### src/rtl/mmio_bus_pkg.sv
// mmio_bus_pkg: shared types and address decode for the memory/IO interconnect.
package mmio_bus_pkg;

  typedef enum logic [2:0] {
    ST_IDLE,
    ST_MEM,
    ST_MEM_RD,
    ST_IO_WAIT,
    ST_RESP
  } state_t;

  // Upper address bits (above bit 9) that select the IO window on a 32-bit bus.
  localparam logic [21:0] IO_BASE_HI_DEF = 22'h3FFFFF;

  // Channel index field width; up to 8 channels.
  localparam int CH_IDX_W = 3;

  typedef struct packed {
    logic                is_io;
    logic [CH_IDX_W-1:0] ch;
    logic                misaligned;
    logic                bad_ch;
  } dec_t;

  // Classify one CPU address. The caller extracts the address fields so the
  // function stays independent of the bus widths.
  function automatic dec_t decode(input logic [1:0]          lo,
                                  input logic                hi_match,
                                  input logic [CH_IDX_W-1:0] ch,
                                  input int                  num_ch);
    dec_t d;
    d.is_io      = hi_match;
    d.ch         = ch;
    d.misaligned = (lo != 2'b00);
    d.bad_ch     = hi_match && (int'(ch) >= num_ch);
    return d;
  endfunction

endpackage

### src/rtl/mmio_bus_ctrl_if.sv
// mmio_bus_ctrl_if: CPU, data-memory and IO-channel signals of the interconnect.
// slave  = the controller's view; master = CPU, memory and peripherals.
interface mmio_bus_ctrl_if #(
  parameter int ADDR_W    = 32,
  parameter int DATA_W    = 32,
  parameter int NUM_CH    = 4,
  parameter int CH_SPAN_W = 4
);
  logic                     cpu_req;
  logic                     cpu_we;
  logic [ADDR_W-1:0]        cpu_addr;
  logic [DATA_W-1:0]        cpu_wdata;
  logic [DATA_W-1:0]        cpu_rdata;
  logic                     cpu_done;
  logic                     cpu_stall;
  logic                     cpu_err;

  logic                     mem_en;
  logic                     mem_we;
  logic [ADDR_W-1:0]        mem_addr;
  logic [DATA_W-1:0]        mem_wdata;
  logic [DATA_W-1:0]        mem_rdata;

  logic [NUM_CH-1:0]        io_valid;
  logic                     io_we;
  logic [CH_SPAN_W-1:0]     io_addr;
  logic [DATA_W-1:0]        io_wdata;
  logic [NUM_CH-1:0]        io_ready;
  logic [NUM_CH*DATA_W-1:0] io_rdata;

  modport slave (
    input  cpu_req, cpu_we, cpu_addr, cpu_wdata,
    output cpu_rdata, cpu_done, cpu_stall, cpu_err,
    output mem_en, mem_we, mem_addr, mem_wdata,
    input  mem_rdata,
    output io_valid, io_we, io_addr, io_wdata,
    input  io_ready, io_rdata
  );

  modport master (
    output cpu_req, cpu_we, cpu_addr, cpu_wdata,
    input  cpu_rdata, cpu_done, cpu_stall, cpu_err,
    input  mem_en, mem_we, mem_addr, mem_wdata,
    output mem_rdata,
    input  io_valid, io_we, io_addr, io_wdata,
    output io_ready, io_rdata
  );
endinterface

### src/rtl/io_timeout_ctr.sv
// io_timeout_ctr: wait-cycle counter for IO handshakes. Held at zero by i_clr,
// counts while i_en, and flags the TIMEOUT-th enabled cycle as expired.
module io_timeout_ctr #(
  parameter int TIMEOUT = 255
) (
  input  logic clock,
  input  logic reset,
  input  logic i_clr,
  input  logic i_en,
  output logic o_expired
);
  localparam int CNT_W = $clog2(TIMEOUT + 1);

  logic [CNT_W-1:0] r_cnt;

  // Saturating wait counter; cleared while no wait is in progress.
  always_ff @(posedge clock) begin
    if (reset || i_clr)
      r_cnt <= '0;
    else if (i_en && (r_cnt != CNT_W'(TIMEOUT)))
      r_cnt <= r_cnt + 1'b1;
  end

  // r_cnt holds the number of wait cycles already elapsed, so TIMEOUT-1 marks
  // the last cycle on which a ready can still be accepted.
  assign o_expired = i_en && (r_cnt == CNT_W'(TIMEOUT - 1));

endmodule

### src/rtl/mmio_bus_ctrl.sv
// mmio_bus_ctrl: CPU data-side interconnect to data memory and NUM_CH
// handshaked IO channels, with address decode, alignment check, IO timeout
// and a stall/done interface.
// Optional macro BUS_ERR_CAPTURE_EN adds err_clr / err_addr / err_sticky,
// which latch the address of the first failed access.
module mmio_bus_ctrl
  import mmio_bus_pkg::*;
#(
  parameter int                ADDR_W     = 32,
  parameter int                DATA_W     = 32,
  parameter int                NUM_CH     = 4,
  parameter int                CH_SPAN_W  = 4,
  parameter logic [ADDR_W-11:0] IO_BASE_HI = (ADDR_W-10)'(IO_BASE_HI_DEF),
  parameter int                TIMEOUT    = 255
) (
  input  logic             clock,
  input  logic             reset,
  mmio_bus_ctrl_if.slave   bus
`ifdef BUS_ERR_CAPTURE_EN
  ,
  input  logic             err_clr,
  output logic [ADDR_W-1:0] err_addr,
  output logic             err_sticky
`endif
);

  state_t              r_state, w_next;
  logic [ADDR_W-1:0]   r_addr;
  logic                r_we;
  logic [DATA_W-1:0]   r_wdata;
  logic [DATA_W-1:0]   r_rdata;
  logic [CH_IDX_W-1:0] r_ch;
  logic                r_err;

  dec_t                w_dec;
  logic                w_dec_err;
  logic                w_sel_ready;
  logic [DATA_W-1:0]   w_sel_rdata;
  logic                w_expired;
  logic                w_waiting;
  logic                w_resp_err;

  // Decode the live CPU address; only used on the IDLE sampling cycle.
  always_comb begin
    w_dec     = decode(bus.cpu_addr[1:0],
                       bus.cpu_addr[ADDR_W-1:10] == IO_BASE_HI,
                       bus.cpu_addr[CH_SPAN_W +: CH_IDX_W],
                       NUM_CH);
    w_dec_err = w_dec.misaligned | w_dec.bad_ch;
  end

  // Pick the handshake and read data of the latched channel; other channels'
  // ready lines never reach the FSM.
  always_comb begin
    w_sel_ready = 1'b0;
    w_sel_rdata = '0;
    for (int k = 0; k < NUM_CH; k++) begin
      if (r_ch == CH_IDX_W'(k)) begin
        w_sel_ready = bus.io_ready[k];
        w_sel_rdata = bus.io_rdata[k*DATA_W +: DATA_W];
      end
    end
  end

  assign w_waiting = (r_state == ST_IO_WAIT);

  io_timeout_ctr #(.TIMEOUT(TIMEOUT)) u_tmo (
    .clock     (clock),
    .reset     (reset),
    .i_clr     (!w_waiting),
    .i_en      (w_waiting),
    .o_expired (w_expired)
  );

  // State register.
  always_ff @(posedge clock) begin
    if (reset) r_state <= ST_IDLE;
    else       r_state <= w_next;
  end

  // Next-state logic.
  always_comb begin
    w_next = r_state;
    case (r_state)
      ST_IDLE: begin
        if (bus.cpu_req) begin
          if (w_dec_err)        w_next = ST_RESP;
          else if (w_dec.is_io) w_next = ST_IO_WAIT;
          else                  w_next = ST_MEM;
        end
      end
      ST_MEM:     w_next = r_we ? ST_RESP : ST_MEM_RD;
      ST_MEM_RD:  w_next = ST_RESP;
      ST_IO_WAIT: if (w_sel_ready || w_expired) w_next = ST_RESP;
      ST_RESP:    w_next = ST_IDLE;
      default:    w_next = ST_IDLE;
    endcase
  end

  // Request latch, error decision and read-data capture. r_rdata only changes
  // on the edge into RESP, so cpu_rdata holds until the next completed read.
  always_ff @(posedge clock) begin
    if (reset) begin
      r_addr  <= '0;
      r_we    <= 1'b0;
      r_wdata <= '0;
      r_ch    <= '0;
      r_err   <= 1'b0;
      r_rdata <= '0;
    end else begin
      case (r_state)
        ST_IDLE: begin
          if (bus.cpu_req) begin
            r_addr  <= bus.cpu_addr;
            r_we    <= bus.cpu_we;
            r_wdata <= bus.cpu_wdata;
            r_ch    <= w_dec.ch;
            r_err   <= w_dec_err;
            if (w_dec_err && !bus.cpu_we) r_rdata <= '0;
          end
        end
        ST_MEM_RD: r_rdata <= bus.mem_rdata;
        ST_IO_WAIT: begin
          // A ready on the final allowed cycle still wins over the timeout.
          if (w_sel_ready) begin
            if (!r_we) r_rdata <= w_sel_rdata;
          end else if (w_expired) begin
            r_err <= 1'b1;
            if (!r_we) r_rdata <= '0;
          end
        end
        default: ;
      endcase
    end
  end

  // One-hot channel strobe, held for the whole wait.
  always_comb begin
    bus.io_valid = '0;
    for (int k = 0; k < NUM_CH; k++)
      bus.io_valid[k] = w_waiting && (r_ch == CH_IDX_W'(k));
  end

  assign w_resp_err    = (r_state == ST_RESP) && r_err;

  assign bus.cpu_rdata = r_rdata;
  assign bus.cpu_done  = (r_state == ST_RESP);
  assign bus.cpu_err   = w_resp_err;
  assign bus.cpu_stall = ((r_state != ST_IDLE) && (r_state != ST_RESP)) ||
                         ((r_state == ST_IDLE) && bus.cpu_req);

  assign bus.mem_en    = (r_state == ST_MEM);
  assign bus.mem_we    = (r_state == ST_MEM) && r_we;
  assign bus.mem_addr  = r_addr;
  assign bus.mem_wdata = r_wdata;

  assign bus.io_we     = w_waiting && r_we;
  assign bus.io_addr   = r_addr[CH_SPAN_W-1:0];
  assign bus.io_wdata  = r_wdata;

`ifdef BUS_ERR_CAPTURE_EN
  logic [ADDR_W-1:0] r_err_addr;
  logic              r_err_sticky;

  // Keep the address of the first failed access until cleared.
  always_ff @(posedge clock) begin
    if (reset || err_clr) begin
      r_err_addr   <= '0;
      r_err_sticky <= 1'b0;
    end else if (w_resp_err && !r_err_sticky) begin
      r_err_addr   <= r_addr;
      r_err_sticky <= 1'b1;
    end
  end

  assign err_addr   = r_err_addr;
  assign err_sticky = r_err_sticky;
`endif

endmodule

### src/flat_wrapper.sv
// flat-port wrapper written by rule: the top's interface ports become plain ports
module mmio_bus_ctrl_flat import mmio_bus_pkg::*;
#(
  parameter int                ADDR_W     = 32,
  parameter int                DATA_W     = 32,
  parameter int                NUM_CH     = 4,
  parameter int                CH_SPAN_W  = 4,
  parameter logic [ADDR_W-11:0] IO_BASE_HI = (ADDR_W-10)'(IO_BASE_HI_DEF),
  parameter int                TIMEOUT    = 255
)
  (clock, reset, bus_cpu_req, bus_cpu_we, bus_cpu_addr, bus_cpu_wdata, bus_cpu_rdata, bus_cpu_done, bus_cpu_stall, bus_cpu_err, bus_mem_en, bus_mem_we, bus_mem_addr, bus_mem_wdata, bus_mem_rdata, bus_io_valid, bus_io_we, bus_io_addr, bus_io_wdata, bus_io_ready, bus_io_rdata);
  mmio_bus_ctrl_if #(.ADDR_W(ADDR_W), .DATA_W(DATA_W), .NUM_CH(NUM_CH), .CH_SPAN_W(CH_SPAN_W)) bus_i ();
  input  logic clock;
  input  logic reset;
  input wire logic [$bits(bus_i.cpu_req)-1:0] bus_cpu_req;
  input wire logic [$bits(bus_i.cpu_we)-1:0] bus_cpu_we;
  input wire logic [$bits(bus_i.cpu_addr)-1:0] bus_cpu_addr;
  input wire logic [$bits(bus_i.cpu_wdata)-1:0] bus_cpu_wdata;
  output wire logic [$bits(bus_i.cpu_rdata)-1:0] bus_cpu_rdata;
  output wire logic [$bits(bus_i.cpu_done)-1:0] bus_cpu_done;
  output wire logic [$bits(bus_i.cpu_stall)-1:0] bus_cpu_stall;
  output wire logic [$bits(bus_i.cpu_err)-1:0] bus_cpu_err;
  output wire logic [$bits(bus_i.mem_en)-1:0] bus_mem_en;
  output wire logic [$bits(bus_i.mem_we)-1:0] bus_mem_we;
  output wire logic [$bits(bus_i.mem_addr)-1:0] bus_mem_addr;
  output wire logic [$bits(bus_i.mem_wdata)-1:0] bus_mem_wdata;
  input wire logic [$bits(bus_i.mem_rdata)-1:0] bus_mem_rdata;
  output wire logic [$bits(bus_i.io_valid)-1:0] bus_io_valid;
  output wire logic [$bits(bus_i.io_we)-1:0] bus_io_we;
  output wire logic [$bits(bus_i.io_addr)-1:0] bus_io_addr;
  output wire logic [$bits(bus_i.io_wdata)-1:0] bus_io_wdata;
  input wire logic [$bits(bus_i.io_ready)-1:0] bus_io_ready;
  input wire logic [$bits(bus_i.io_rdata)-1:0] bus_io_rdata;
  assign bus_i.cpu_req = bus_cpu_req;
  assign bus_i.cpu_we = bus_cpu_we;
  assign bus_i.cpu_addr = bus_cpu_addr;
  assign bus_i.cpu_wdata = bus_cpu_wdata;
  assign bus_cpu_rdata = bus_i.cpu_rdata;
  assign bus_cpu_done = bus_i.cpu_done;
  assign bus_cpu_stall = bus_i.cpu_stall;
  assign bus_cpu_err = bus_i.cpu_err;
  assign bus_mem_en = bus_i.mem_en;
  assign bus_mem_we = bus_i.mem_we;
  assign bus_mem_addr = bus_i.mem_addr;
  assign bus_mem_wdata = bus_i.mem_wdata;
  assign bus_i.mem_rdata = bus_mem_rdata;
  assign bus_io_valid = bus_i.io_valid;
  assign bus_io_we = bus_i.io_we;
  assign bus_io_addr = bus_i.io_addr;
  assign bus_io_wdata = bus_i.io_wdata;
  assign bus_i.io_ready = bus_io_ready;
  assign bus_i.io_rdata = bus_io_rdata;
  mmio_bus_ctrl #(.ADDR_W(ADDR_W), .DATA_W(DATA_W), .NUM_CH(NUM_CH), .CH_SPAN_W(CH_SPAN_W), .IO_BASE_HI(IO_BASE_HI), .TIMEOUT(TIMEOUT)) u_core (.clock(clock), .reset(reset), .bus(bus_i));
endmodule
### config.mk
export PLATFORM = sky130hd
export DESIGN_NAME = mmio_bus_ctrl_flat
export DESIGN_NICKNAME = d
export VERILOG_FILES = /design/src/rtl/mmio_bus_pkg.sv /design/src/rtl/mmio_bus_ctrl_if.sv /design/src/rtl/io_timeout_ctr.sv /design/src/rtl/mmio_bus_ctrl.sv /design/src/flat_wrapper.sv
export SDC_FILE = /design/constraint.sdc
export NUM_CORES = 1
export LEC_CHECK = 0
export CAP_MARGIN = 25
export CELL_PAD_IN_SITES_DETAIL_PLACEMENT = 0
export CELL_PAD_IN_SITES_GLOBAL_PLACEMENT = 1
export CORE_MARGIN = 5
export CORE_UTILIZATION = 27
export CTS_CLUSTER_DIAMETER = 80
export CTS_CLUSTER_SIZE = 40
export DETAILED_ROUTE_END_ITERATION = 6
export GPL_ROUTABILITY_DRIVEN = 0
export GPL_TIMING_DRIVEN = 0
export PLACE_DENSITY = 0.94
export SYNTH_ARGS = -nofsm -noshare
export SYNTH_HDL_FRONTEND = slang
export SYNTH_SLANG_ARGS = --single-unit
### constraint.sdc
create_clock -name clock -period 2.9 [get_ports clock]
set_input_delay 0.58 -clock clock [delete_from_list [all_inputs] [get_ports clock]]
set_output_delay 0.58 -clock clock [all_outputs]
set_load 0.005 [all_outputs]
---- Word-level counts from Yosys, hierarchy flattened ----
Cells that the tools add are included.
W data, S select, Z words.
word-level totals
  output and inout port bits .............. 142
  bits in registers ....................... 112
  bits of input ports ..................... 232
  word-level logic and storage cells ...... 82
operators by class
  muxes and demuxes ....................... 25
  $add $sub $neg .......................... 1
  reductions and logical operators ........ 28
  equality and inequality tests ........... 18
  bitwise gates (word level) .............. 1
  $lt $le $gt $ge ......................... 1
operator list
  operator                count
  $mux W32                10
  $pmux W32 S3            1
  $eq A22 B22 Y1 const B  1
  $logic_and A1 B1 Y1     13
  $eq A3 B2 Y1 const B    4
  $mux W3                 4
  $pmux W3 S4             1
  $add A8 B1 Y8 const B   1
  $eq A8 B8 Y1 const B    1
  $ne A8 B8 Y1 const B    1
  $mux W1                 7
  $eq A3 B1 Y1 const B    2
  $logic_not A3 Y1        2
  $ne A2 B1 Y1 const B    3
  $ne A2 B2 Y1 const B    3
  $reduce_bool A3 Y1      2
  $reduce_and A5 Y1       1
  $reduce_and A2 Y1       2
  $reduce_and A4 Y1       1
  $reduce_bool A2 Y1      2
  $eq A3 B3 Y1 const B    1
  $ge A3 B3 Y1 const B    1
  $logic_or A1 B1 Y1      3
  $ne A3 B1 Y1 const B    1
  5 further kinds         6

---- Depth between registers and ports, before layout ----
  depth in word-level cells ............... 8
  depth in mapped cells ................... 8

---- By module ----
A second synthesis with hierarchy kept.
unflattened totals
  cells, all modules ...................... 694
  area, all modules ....................... 5813.1 sq um
modules (own cells, without submodules)
  module          area an instance (sq um)  times used  cells each
  mmio_bus_ctrl   5353.9                    1           643
  io_timeout_ctr  459.2                     1           51

---- Least setup slack after synthesis ----
Ideal clock, no wire load.
  path type ............................... register to output
  from .................................... register u_core.r_state[0]
  to ...................................... output bus_cpu_stall
  stages on the path, launching flop included .. 7
  arrival time ............................ 1.377 ns
  slack ................................... 0.943 ns
  buffers on the path ..................... 3
  cell sequence ........................... dfxtp_1 -> buf_2 -> nor3_2 -> nand2_1 -> clkbuf_1 -> clkbuf_1 -> nand2_1
on the way
  word-level cells in the longest chain between the ends .. 3
RTL lines
  item                                           line                                        source
  start, declared                                mmio_bus_ctrl.sv:27                         state_t r_state, w_next;
  start signal, assigned                         mmio_bus_ctrl.sv:78                         else r_state <= w_next;
  $ne A3 B3 Y1 (tied with other cells)           mmio_bus_ctrl.sv:149                        assign bus.cpu_stall = ((r_state != ST_IDLE) && (r_state != ST_RESP)) ||
  $logic_and A1 B1 Y1, on equally long branches  mmio_bus_ctrl.sv:149, mmio_bus_ctrl.sv:150
  $logic_or A1 B1 Y1 (*)                         mmio_bus_ctrl.sv:149
  end, declared                                  flat_wrapper.sv:21                          output wire logic [$bits(bus_i.cpu_stall)-1:0] bus_cpu_stall;
Mark *: on every way between the ends. The rest lies on a longest branch, timed or not.

---- Final worst setup path ----
  from .................................... register u_core.r_ch[1]
  to ...................................... output bus_io_valid[0]
on the way
  word-level cells in the longest chain between the ends .. 2
RTL lines
  item                    line                  source
  start, declared         mmio_bus_ctrl.sv:32   logic [CH_IDX_W-1:0] r_ch;
  start signal, assigned  mmio_bus_ctrl.sv:117  r_ch <= w_dec.ch;
  $logic_not A3 Y1        mmio_bus_ctrl.sv:141  bus.io_valid[k] = w_waiting && (r_ch == CH_IDX_W'(k));
  $logic_and A1 B1 Y1     mmio_bus_ctrl.sv:141
  end, declared           flat_wrapper.sv:28    output wire logic [$bits(bus_i.io_valid)-1:0] bus_io_valid;
No other way between the ends.

==> metrics.log <==
[metrics] starting density of the core: 0.273
[metrics] area added between synthesis and finish: 77.3%
[metrics] portion of the clock cycle consumed by the worst path in the final layout: 0.954
[metrics] number of antenna diodes: 0
[metrics] filler instances: 2029
[metrics] detail-routed net length per standard cell: 19.3 um
[metrics] Leakage: between 3 and 4 nW
[metrics] async set or reset register ratio after synthesis: 0
[metrics] critical path data arrival time: 2.19 ns
[metrics] number of endpoints failing setup at the final stage: 0
[metrics] clock latency of the later-clocked register in the worst-skew pair: 0.35 ns
[metrics] DRC violations left: 0
[metrics] Syn. warnings: 0
[metrics] cell types with the highest counts after synthesis: sky130_fd_sc_hd__nand2_1, sky130_fd_sc_hd__dfxtp_1, sky130_fd_sc_hd__a21oi_1
[metrics] root buffer selected by CTS: sky130_fd_sc_hd__clkbuf_16
[metrics] reg2reg setup slack: 0.56 ns
[metrics] drt first pass iters: 5
[metrics] Syn Std Cell Area: 5720 um2
[metrics] 1st-iter DRT viols: 323
[metrics] final core area utilization: 0.484
[metrics] Critical Path Fanout Max: 10
[metrics] routed wire length: 24.6 mm
[metrics] Die Y: approximately 160 um
[metrics] global route total overflow: 0
[metrics] terminating pin of the worst hold path: u_core.bus.mem_addr[14]$_SDFFE_PP0P_
[metrics] count of state elements after synthesis: between 100 and 150
[metrics] highest ir drop seen on vdd: 279 uV
[metrics] achievable clock frequency: 362 MHz
[metrics] detailed-route vias per instance: approximately 4.7
[metrics] max-slew violation total from the final report: 0
[metrics] count of nets left with antenna violations after detail routing: 0
[metrics] number of buffers created by CTS: 9
[metrics] detailed placer's ending HPWL: 20.3 mm
[metrics] antenna violations before repair: 1
[metrics] post-synthesis compound-gate area fraction: 0.213
[metrics] count leader, synth: sky130_fd_sc_hd__nand2_1
[metrics] die width: 156 um
[metrics] post-synthesis mux area share: 0.131
[metrics] final count of hold timing violations: 0
[metrics] wire length of the first global-routing pass: roughly 35 mm
[metrics] endpoint class of the critical path: primary output
[metrics] Synth Flop Type: sky130_fd_sc_hd__dfxtp_1
[metrics] worst slack on hold paths: 0.457 ns
[metrics] simple-gate area share of the yosys netlist: 0.151
[metrics] XOR/XNOR Fraction of Synth Area: 0.00612
[metrics] vias after detailed routing: 6058
[metrics] Crit Reg-Reg Endpoint: u_core.bus.cpu_rdata[22]$_SDFFE_PP0P_
[metrics] synthesized netlist net count: 848
[metrics] Cell Pwr Density: 384 nW/um2
[metrics] Core Region: ~21000 um2
[metrics] clock sink total: 109
[metrics] transition time of the tightest slew-check pin: about 0.94 ns
[metrics] largest family of logic cells by synthesized area: compound AO/OA/AOI/OAI gates
[metrics] Clock Path Buffers: 2
[metrics] boundary pin count: 374
[metrics] length in cells of the worst reg-to-reg path: 5
[metrics] CTS tree: yes
[metrics] fraction of final layout cells with drive strength greater than 1: 0.153
[metrics] multi-input gate area in the final layout: ~2900 um2
[metrics] Synth area leaders: sky130_fd_sc_hd__dfxtp_1, sky130_fd_sc_hd__mux4_2, sky130_fd_sc_hd__nand2_1
[metrics] GRT Resource Usage Total: 0.190
[metrics] setup repair after global routing missed its margin: false
[metrics] most area-hungry cell type in the Yosys netlist: sky130_fd_sc_hd__dfxtp_1
[metrics] path type of the worst setup path: flop to primary output
[metrics] sequential cell area fraction in the yosys report: 0.381
[metrics] status: completed
[metrics] Post-synth EDFFs: 0
[metrics] Final Critical Period: approximately 2.8 ns
[metrics] hold depth: 2
[metrics] mean area per synthesized cell: approximately 9.3 um2
[metrics] CP required: approximately 2.3 ns
[metrics] synthesized-area fraction occupied by adder cells: 0.00437
[metrics] launching element type of the critical path: flop
[metrics] Crit Reg-Reg Startpoint: u_core.r_state[1]$_SDFFE_PP0P_
[metrics] post-synth cell types: 46
[metrics] worst min path class: flop to flop
[metrics] remaining max-slew budget at the tightest pin: 0.372
[metrics] number of H-tree levels: 3
[metrics] origin of the worst min-delay path: u_core.bus.mem_addr[14]$_SDFFE_PP0P_
[metrics] Buffers on Ports: about 370
[metrics] synthesized instance count: between 600 and 700
[metrics] worst setup skew after layout: ~0.0071 ns
[metrics] # hold bufs at CTS: 0
[metrics] clock slew seen by the registers of the worst setup and hold paths: 0.07 ns
[metrics] maxcap violations: 0
[metrics] share of Yosys cell area claimed by the top area cell type: 0.381
[metrics] layout net count: 1232
[metrics] row cnt: 53
[metrics] register cell area after layout: between 2000 and 2500 um2
[metrics] maximum number of pins on one net before global-route repair: 19
[metrics] vias in the first global route: 6080
[metrics] die footprint: 24200 um2
==> per-stage QoR <==
| stage | worst slack [ns] | cell area, um2 | cells | total power [mW] | setup TNS (ns) |
|---|---|---|---|---|---|
| 2_1_floorplan | 0.943 | 5720 | 614 | 2.00 | 0 |
| 3_3_place_gp | -0.365 | 9800 | 1262 | 2.61 | -0.365 |
| 3_5_place_dp | -0.361 | 9800 | 1262 | 2.62 | -0.366 |
| 4_1_cts | 0.0383 | 10100 | 1277 | 3.94 | 0 |
| 5_1_grt | 0.0244 | 10100 | 1278 | 4.07 | 0 |
| 6_report | 0.134 | 10100 | 1278 | 3.89 | 0 |
==> placed cells by master, fill, tap and decap left out, types with 6 or more instances in the layout <==
cell / Yosys / final
sky130_fd_sc_hd__clkdlybuf4s50_1: 0 / 372
sky130_fd_sc_hd__nand2_1: 142 / 141
sky130_fd_sc_hd__dfxtp_1: 109 / 109
sky130_fd_sc_hd__a21oi_1: 67 / 67
sky130_fd_sc_hd__buf_4: 40 / 41
sky130_fd_sc_hd__inv_1: 36 / 36
sky130_fd_sc_hd__mux4_2: 32 / 32
sky130_fd_sc_hd__a22oi_1: 32 / 32
sky130_fd_sc_hd__o32ai_2: 30 / 30
sky130_fd_sc_hd__clkbuf_1: 28 / 25
sky130_fd_sc_hd__nor2_1: 17 / 17
sky130_fd_sc_hd__buf_2: 14 / 14
sky130_fd_sc_hd__clkbuf_16: 0 / 9
sky130_fd_sc_hd__nand4_1: 7 / 7
sky130_fd_sc_hd__and3_1: 6 / 6
==> power breakdown <==
part / total, mW / internal [mW] / switching, mW
Combinational: 0.984 / 0.625 / 0.359
Sequential: 1.61 / 1.56 / 0.0464
Clock: 1.30 / 0.703 / 0.598
Total: 3.89 / 2.89 / 1.00
==> kinds of logic (layout without fill, tap and decap cells) <==
family,after synthesis,count (layout)
simple gates,197,197
compound gates,146,146
buf+inv,122,511
flops,109,109
mux,34,34
xor+xnor,4,4
fa+ha+maj,2,2
==> what timing repair did <==
item / in CTS / in global routing
gates cloned: 0 / 0
setup endpoints to repair: 5 / 4
buffers inserted: 0 / 1
pin swaps: 0 / 1
resized for setup: 6 / 3
==> sequential cells by signal (all words and copies together), names as in the netlist <==
name	count
u_core.bus.mem_addr	30
u_core.r_err	1
u_core.bus.cpu_rdata	32
u_core.r_ch	2
u_core.bus.io_wdata	32
u_core.u_tmo.r_cnt	8
u_core.r_state	3
u_core.r_we	1
==> layout make-up <==
class	instances	share of cell area
Timing Repair Buffer	374	0.369
Multi-Input combinational cell	383	0.287
Sequential cell	109	0.215
Buffer	85	0.0508
Tap cell	275	0.0339
Clock buffer	10	0.0236
Inverter	36	0.0133
Clock inverter	6	0.00691
==> layer usage <==
metal	track usage	share of wire	vias up
li1	-	-	2905
met1	0.236	0.41	2885
met2	0.318	0.49	230
met3	0.0546	0.071	36
met4	0.0650	0.028	2
met5	0	0.00028	-
==> worst max-delay path: stages, from the launching register on <==
cell and delay (ns):
sky130_fd_sc_hd__dfxtp_1 0.35, sky130_fd_sc_hd__buf_2 0.23, sky130_fd_sc_hd__clkbuf_2 0.29, sky130_fd_sc_hd__nor4_2 0.37, sky130_fd_sc_hd__clkdlybuf4s50_1 0.59
==> how the worst max path moves through the flow <==
stage / startpoint / end / slack (ns) / depth (start not counted)
CTS: u_core.r_state[0]$_SDFFE_PP0P_ / bus_cpu_stall / 0.04 / 6
detailed placement: bus_cpu_req / bus_cpu_stall / -0.36 / 6
finish: u_core.r_ch[1]$_SDFFE_PP0P_ / bus_io_valid[0] / 0.13 / 4
global route: u_core.r_state[2]$_SDFFE_PP0P_ / bus_io_valid[2] / 0.02 / 6
global placement: bus_cpu_req / bus_cpu_stall / -0.37 / 6
floorplan: u_core.r_state[0]$_SDFFE_PP0P_ / bus_cpu_stall / 0.94 / 6
(Power assumes the default switching activity.)
